**config.mk**
```make
export PLATFORM = sky130hd
export DESIGN_NAME = if_fetch_align
export DESIGN_NICKNAME = d
export VERILOG_FILES = /design/src/rtl/if_fetch_align.sv
export SDC_FILE = /design/constraint.sdc
export NUM_CORES = 1
export LEC_CHECK = 0
export ABC_AREA = 1
export CORE_ASPECT_RATIO = 1.2
export CORE_MARGIN = 3
export CORE_UTILIZATION = 45
export CTS_BUF_LIST = sky130_fd_sc_hd__clkbuf_8
export CTS_CLUSTER_SIZE = 20
export DETAILED_ROUTE_END_ITERATION = 16
export HOLD_SLACK_MARGIN = 0.02
export PLACE_DENSITY = 0.81
export SLEW_MARGIN = 15
export SYNTH_ARGS = -nofsm -noshare
export SYNTH_HDL_FRONTEND = slang
export SYNTH_SLANG_ARGS = --single-unit
```
**constraint.sdc**
```tcl
create_clock -name clk -period 5.9 [get_ports clk]
set_clock_uncertainty 0.2 [all_clocks]
set_input_delay 0.885 -clock clk [delete_from_list [all_inputs] [get_ports clk]]
set_output_delay 0.885 -clock clk [all_outputs]
set_load 0.02 [all_outputs]
```
**src/rtl/if_fetch_align.sv**
```systemverilog
// if_fetch_align: RV32IC fetch front end that realigns compressed and straddling instructions from a 1-cycle-latency imem.
module if_fetch_align #(
  parameter int          ADDR_WIDTH = 11,
  parameter int          DATA_WIDTH = 32,
  parameter logic [31:0] RESET_PC   = 32'h0000_0000
) (
  input  logic                  clk,
  input  logic                  rst_n,
  output logic [ADDR_WIDTH-1:0] imem_addr,
  input  logic [DATA_WIDTH-1:0] imem_dout,
  input  logic                  stall_i,
  input  logic                  redirect_i,
  input  logic [31:0]           redirect_pc_i,
  output logic                  valid_o,
  output logic [31:0]           instr_o,
  output logic [31:0]           pc_o,
  output logic                  compressed_o
);
  typedef enum logic {FILL, RUN} state_t;
  state_t      r_state, w_state_nxt;
  logic [31:0] r_pc, w_pc_nxt;
  logic [15:0] r_buf, w_buf_nxt;
  logic        r_bufv, w_bufv_nxt;
  logic [15:0] w_half;
  logic [31:0] w_full;
  logic        w_cmp, w_cold, w_valid, w_acc;
  // With r_bufv set, r_buf is the upper half of pc's word and imem_dout already holds the next word.
  assign w_half  = r_bufv ? r_buf : (r_pc[1] ? imem_dout[31:16] : imem_dout[15:0]);
  assign w_full  = r_bufv ? {imem_dout[15:0], r_buf} : imem_dout;
  assign w_cmp   = w_half[1:0] != 2'b11;
  assign w_cold  = ~r_bufv & r_pc[1] & ~w_cmp;
  assign w_valid = (r_state == RUN) & ~w_cold;
  assign w_acc   = w_valid & ~stall_i & ~redirect_i;
  always_comb begin
    w_state_nxt = r_state;
    w_pc_nxt    = r_pc;
    w_buf_nxt   = r_buf;
    w_bufv_nxt  = r_bufv;
    if (redirect_i) begin
      w_state_nxt = FILL;
      w_pc_nxt    = redirect_pc_i & ~32'h1;
      w_buf_nxt   = '0;
      w_bufv_nxt  = 1'b0;
    end else if (r_state == FILL) begin
      w_state_nxt = RUN;
    end else if (w_cold) begin
      w_buf_nxt  = imem_dout[31:16];
      w_bufv_nxt = 1'b1;
    end else if (w_acc) begin
      // An odd-halfword successor always starts in the upper half of the current word.
      w_pc_nxt   = r_pc + (w_cmp ? 32'd2 : 32'd4);
      w_buf_nxt  = imem_dout[31:16];
      w_bufv_nxt = r_pc[1] ^ w_cmp;
    end
  end
  always_ff @(posedge clk or negedge rst_n) begin
    if (!rst_n) begin
      r_state <= FILL;
      r_pc    <= RESET_PC;
      r_buf   <= '0;
      r_bufv  <= 1'b0;
    end else begin
      r_state <= w_state_nxt;
      r_pc    <= w_pc_nxt;
      r_buf   <= w_buf_nxt;
      r_bufv  <= w_bufv_nxt;
    end
  end
  assign imem_addr    = !rst_n ? RESET_PC[ADDR_WIDTH+1:2]
                               : w_pc_nxt[ADDR_WIDTH+1:2] + ADDR_WIDTH'(w_bufv_nxt);
  assign valid_o      = w_valid;
  assign compressed_o = w_valid & w_cmp;
  assign instr_o      = !w_valid ? 32'h0 : (w_cmp ? {16'h0, w_half} : w_full);
  assign pc_o         = r_pc;
endmodule

```
After elaboration in Yosys (flattened, before gate mapping)
Cells that the tools add are included.

Register bits after elaboration: 50. Latch bits: 0. Bits in writable memories: 0. Bits in read-only memories: 0. Input port bits: 68. Logic and storage cells: 46. Memories: 0.

$add $sub $neg: 2. Multipliers: 0. Div/mod/pow operators: 0. Order comparisons: 0. Equal/unequal tests: 2. Shift operators: 0. Mux-type cells: 20. Bitwise operators: 12. Reductions and logical operators: 5.

Operator list (number): $mux W32 (7); $mux W16 (6); $add A32 B3 Y32 (1); $add A11 B1 Y11 (1); $mux W11 (1); $and A1 B1 Y1 (6); $mux W1 (5); $not A1 Y1 (5); $ne A2 B2 Y1 const B (2); $reduce_bool A2 Y1 (2); $mux W3 (1); $reduce_and A3 Y1 (1); $reduce_bool A3 Y1 (1); $reduce_and A2 Y1 (1); $xor A1 B1 Y1 (1).

Depth between registers and ports, before layout
Depth in word-level cells: 15. Depth in mapped cells: 26. Gate-level depth less buffers: 26.

Worst setup path before layout
Ideal clock, no wire load.

Path type: input to output. Start: in redirect_i. End: out imem_addr[8]. Data arrival time: 3.299 ns. Path slack: 1.516 ns. Stages on the path: 15. Path buffers: 3. Path through: clkbuf_1 -> inv_1 -> buf_2 -> clkbuf_1 -> nand2_1 -> inv_1 -> a21oi_1 -> ha_1 -> ha_1 -> inv_1 -> nor2_4 -> nand2_2 -> nor2_4 -> nand3_1 -> a21oi_1.

Cells in the longest elaborated chain, start to end: 8. Elaborated cells on any way between the ends: 12. Classes of those cells: 1 x add/sub; 9 x mux; 2 x bitwise.

Ends and longest elaborated chain: from (decl) (RTL line 12) `input logic redirect_i,`; $not A1 Y1 (RTL line 33) `assign w_acc = w_valid & ~stall_i & ~redirect_i;`; $and A1 B1 Y1 (RTL line 33); $mux W32 (RTL line 49) `end else if (w_acc) begin`; $mux W32 (RTL line 46) `end else if (w_cold) begin`; $mux W32 (RTL line 44) `end else if (r_state == FILL) begin`; $mux W32 * (RTL line 39) `if (redirect_i) begin`; net w_pc_nxt[2] (RTL line 21) `logic [31:0] r_pc, w_pc_nxt;`; $add A11 B1 Y11 * (RTL line 70) `: w_pc_nxt[ADDR_WIDTH+1:2] + ADDR_WIDTH'(w_bufv_nxt);`; $mux W11 * (RTL line 69) `assign imem_addr = !rst_n ? RESET_PC[ADDR_WIDTH+1:2]`; to (decl) (RTL line 9) `output logic [ADDR_WIDTH-1:0] imem_addr,`.

The timed path passes the listed nets; every way through them passes the cells marked *. The select of a mux whose other input is x is not followed.

Worst setup path in the final report
Start: in imem_dout[0]. End: out imem_addr[8].

Cells in the longest elaborated chain, start to end: 15. Elaborated cells on any way between the ends: 22. Classes of those cells: 2 x add/sub; 1 x eq/ne; 12 x mux; 7 x bitwise.

Ends and longest elaborated chain: from (decl) (RTL line 10) `input logic [DATA_WIDTH-1:0] imem_dout,`; $mux W16 * (2 in a row) (RTL line 28) `assign w_half = r_bufv ? r_buf : (r_pc[1] ? imem_dout[31:16] : imem_dout[15:0]);`; $ne A2 B2 Y1 * (RTL line 30) `assign w_cmp = w_half[1:0] != 2'b11;`; $not A1 Y1 (RTL line 31) `assign w_cold = ~r_bufv & r_pc[1] & ~w_cmp;`; $and A1 B1 Y1 (RTL line 31); $not A1 Y1 (RTL line 32) `assign w_valid = (r_state == RUN) & ~w_cold;`; $and A1 B1 Y1 (RTL line 32); $and A1 B1 Y1 (2 in a row) (RTL line 33); $mux W1 (RTL line 49); $mux W1 * (RTL line 46); $mux W1 * (RTL line 44); $mux W1 * (RTL line 39); net w_bufv_nxt (RTL line 23) `logic r_bufv, w_bufv_nxt;`; $add A11 B1 Y11 * (RTL line 70); $mux W11 * (RTL line 69).

Marks and branches as above.

==> out/results.ini <==
[status]
status=completed

[timing]
worst_slew_pin_slew_ps=872
final-setup-viol-count=0
maxSlewHeadroom_pct=41.8
fin_crit_ps=5430
finalCritPeriodShare_pct=92.0
max_freq_ghz=0.184
holdWs_ps=321
hold_violations=0
tns_ps=0
rsz0062_at_grt=false
drv_slew=0

[clock_network]
ctsResizeCount=0
clk_pin_slew_worst_paths_ps=100
clock_tree.buffer_depth=2
clock-sinks=49
cts-buffers-inserted=5
insertion_delay_ps=300
cts_tree=done
post_cts_buffers=0
cts-root-buf=clkbuf_8
htreeDepth=2
hold_buffers=0

[finish]
n_antenna_cell=0
syn2layout_area_growth_pct=40.3
nFillCells=716
drive_gt1_share_pct=7.42
final_cell_mix=clkdlybuf4s50_1, nand2_1, inv_1
nNetsFinal=799
final_common_cell=clkdlybuf4s50_1
multi_input_area_mm2=0.00231
final-seq-area_mm2=0.00123

[routing]
routed_wl_um=12400
drc=0
drt_pass1_iterations=5
vias=4489
wire_per_inst_um=14.8
ant_nets=0
vias_per_cell=5.33
drtIter0Drc=180

[logic_synthesis]
ys_types=40
synthTopCellsByArea=dfrtp_1, nand2_1, inv_1
yosysSeqAreaShare_pct=31.1
syn_nets=668
synth_top_cell_by_area=dfrtp_1
ys_ff_latch=49
ys_warn_count=0
avgSynthCellArea_um2=6.62
netlist_instances=596
yosysTopAreaCellShare_pct=31.1
syn-cell-area_mm2=0.00395

[global_routing]
grt_pass1_vias=4456
grt_max_degree=56
antenna_found_initial=0
grt-ovfl-total=0
grtUsageTotal_pct=24.8
grt_pass1_wl_um=20200

[critical_path]
cp_max_fo=5
arrival_ps=4350
cp-end-kind=output port
r2r_start=pc_o[1]
worstPathRequired_ps=4820
r2r-end=pc_o[31]
startpoint_type=input pin
rr_worst_depth=23
crit_type=in -> out
reg2reg_slack_ps=2840

[placement]
portBuffers=142
place_congestion=0.962
post-dp-hpwl_um=9440

[die]
dieArea_mm2=0.00993
fp-row-count=36
die_x_um=91.5
initial_utilization_pct=47.3
die_y_um=109
io_pins=145
core_mm2=0.00833

[worst_hold_path]
min_path_cells=2
hold_path_class=reg -> reg
hold-path-endpoint=r_buf[15]
min-delay-start=r_buf[15]

[power]
max-vdd-ir-drop_v=0.0000993
leakage_nw=2.45
power.density_mw_per_mm2=193

[run]
maxCapViolCount=0

## through the flow
step                total power [W]  cells  utilization, %  area, um2  worst slack (ps)
finish                      0.00107    842            66.4       5540               469
global route                0.00113    842            66.4       5540               130
CTS                         0.00107    842            66.4       5540               479
detailed placement         0.000863    834            65.4       5450               506
global placement           0.000852    834            65.4       5450               529
floorplan                  0.000659    596               -       3950              1520
## synth_stat cells (all sizes together)
| library cell | n |
|---|---|
| o221ai | 1 |
| a31oi | 2 |
| nor3 | 11 |
| dfrtp | 49 |
| nand2 | 136 |
| nand4 | 12 |
| nor4 | 6 |
| a221oi | 1 |
| nor2 | 76 |
| conb | 1 |
| a21oi | 42 |
| inv | 79 |
| buf | 6 |
| ha | 4 |
| xnor2 | 1 |
| or2 | 8 |
| o211ai | 14 |
| o22ai | 2 |
| o21ai | 51 |
| nand3b | 1 |
| xor2 | 4 |
| nand3 | 55 |
| clkbuf | 19 |
| a211oi | 14 |
| o21bai | 1 |
## worst max-delay path, cell delays in order
cell             delay (ps)
clkdlybuf4s50_1         510
nand2_1                  70
nand2_1                  80
nand2_2                  70
nand2_4                 100
nand2_2                 100
ha_1                    290
nand2_1                  70
a221oi_1                380
ha_1                    320
ha_1                    230
inv_1                    80
nor2_4                  120
nand2_2                  90
nor2_4                  120
nand3_1                  80
a21oi_1                 150
clkdlybuf4s50_1         610
## report_power, final
group          switching [W]  leakage (nW)  internal [W]
combinational       0.000264          1.79      0.000194
clock               0.000126        0.0445     0.0000846
sequential         0.0000365         0.608      0.000365
## registers in the layout, summed over array words and instances (netlist names)
register,flops
pc_o,31
r_buf,16
r_bufv,1
r_state,1
## worst max path at each step
stage / from / to / slack [ps] / depth (start not counted)
global route: imem_dout[0] / imem_addr[8] / 130 / 18
global placement: imem_dout[1] / imem_addr[8] / 530 / 18
floorplan: redirect_i / imem_addr[8] / 1520 / 15
detailed placement: imem_dout[0] / imem_addr[8] / 510 / 18
CTS: imem_dout[0] / imem_addr[8] / 480 / 18
finish: imem_dout[0] / imem_addr[8] / 470 / 18
## per-layer routing
layer	track usage [%]	wire length, um
met1	28.8	5130
met2	46.3	6420
met3	3.97	700
met4	7.87	193
met5	0	0
## cells by family (layout without fill, tap and decap cells)
family | after synthesis | count (layout) | synth area share (%)
other cells | 1 | 1 | 0.0951
xor+xnor | 5 | 5 | 1.11
simple gates | 305 | 305 | 37.2
flops | 49 | 49 | 31.1
buf+inv | 104 | 236 | 10.3
compound gates | 128 | 128 | 19.0
fa+ha+maj | 4 | 4 | 1.27
## final cells by class
type	instances	area share, %
clock inverter	3	0.384
multi-input combinational	443	41.8
timing repair buffer	149	26.5
inverter	79	5.36
clock buffer	5	1.24
sequential	49	22.1
tap	114	2.58
No activity file was read; power rests on OpenSTA's default activity.
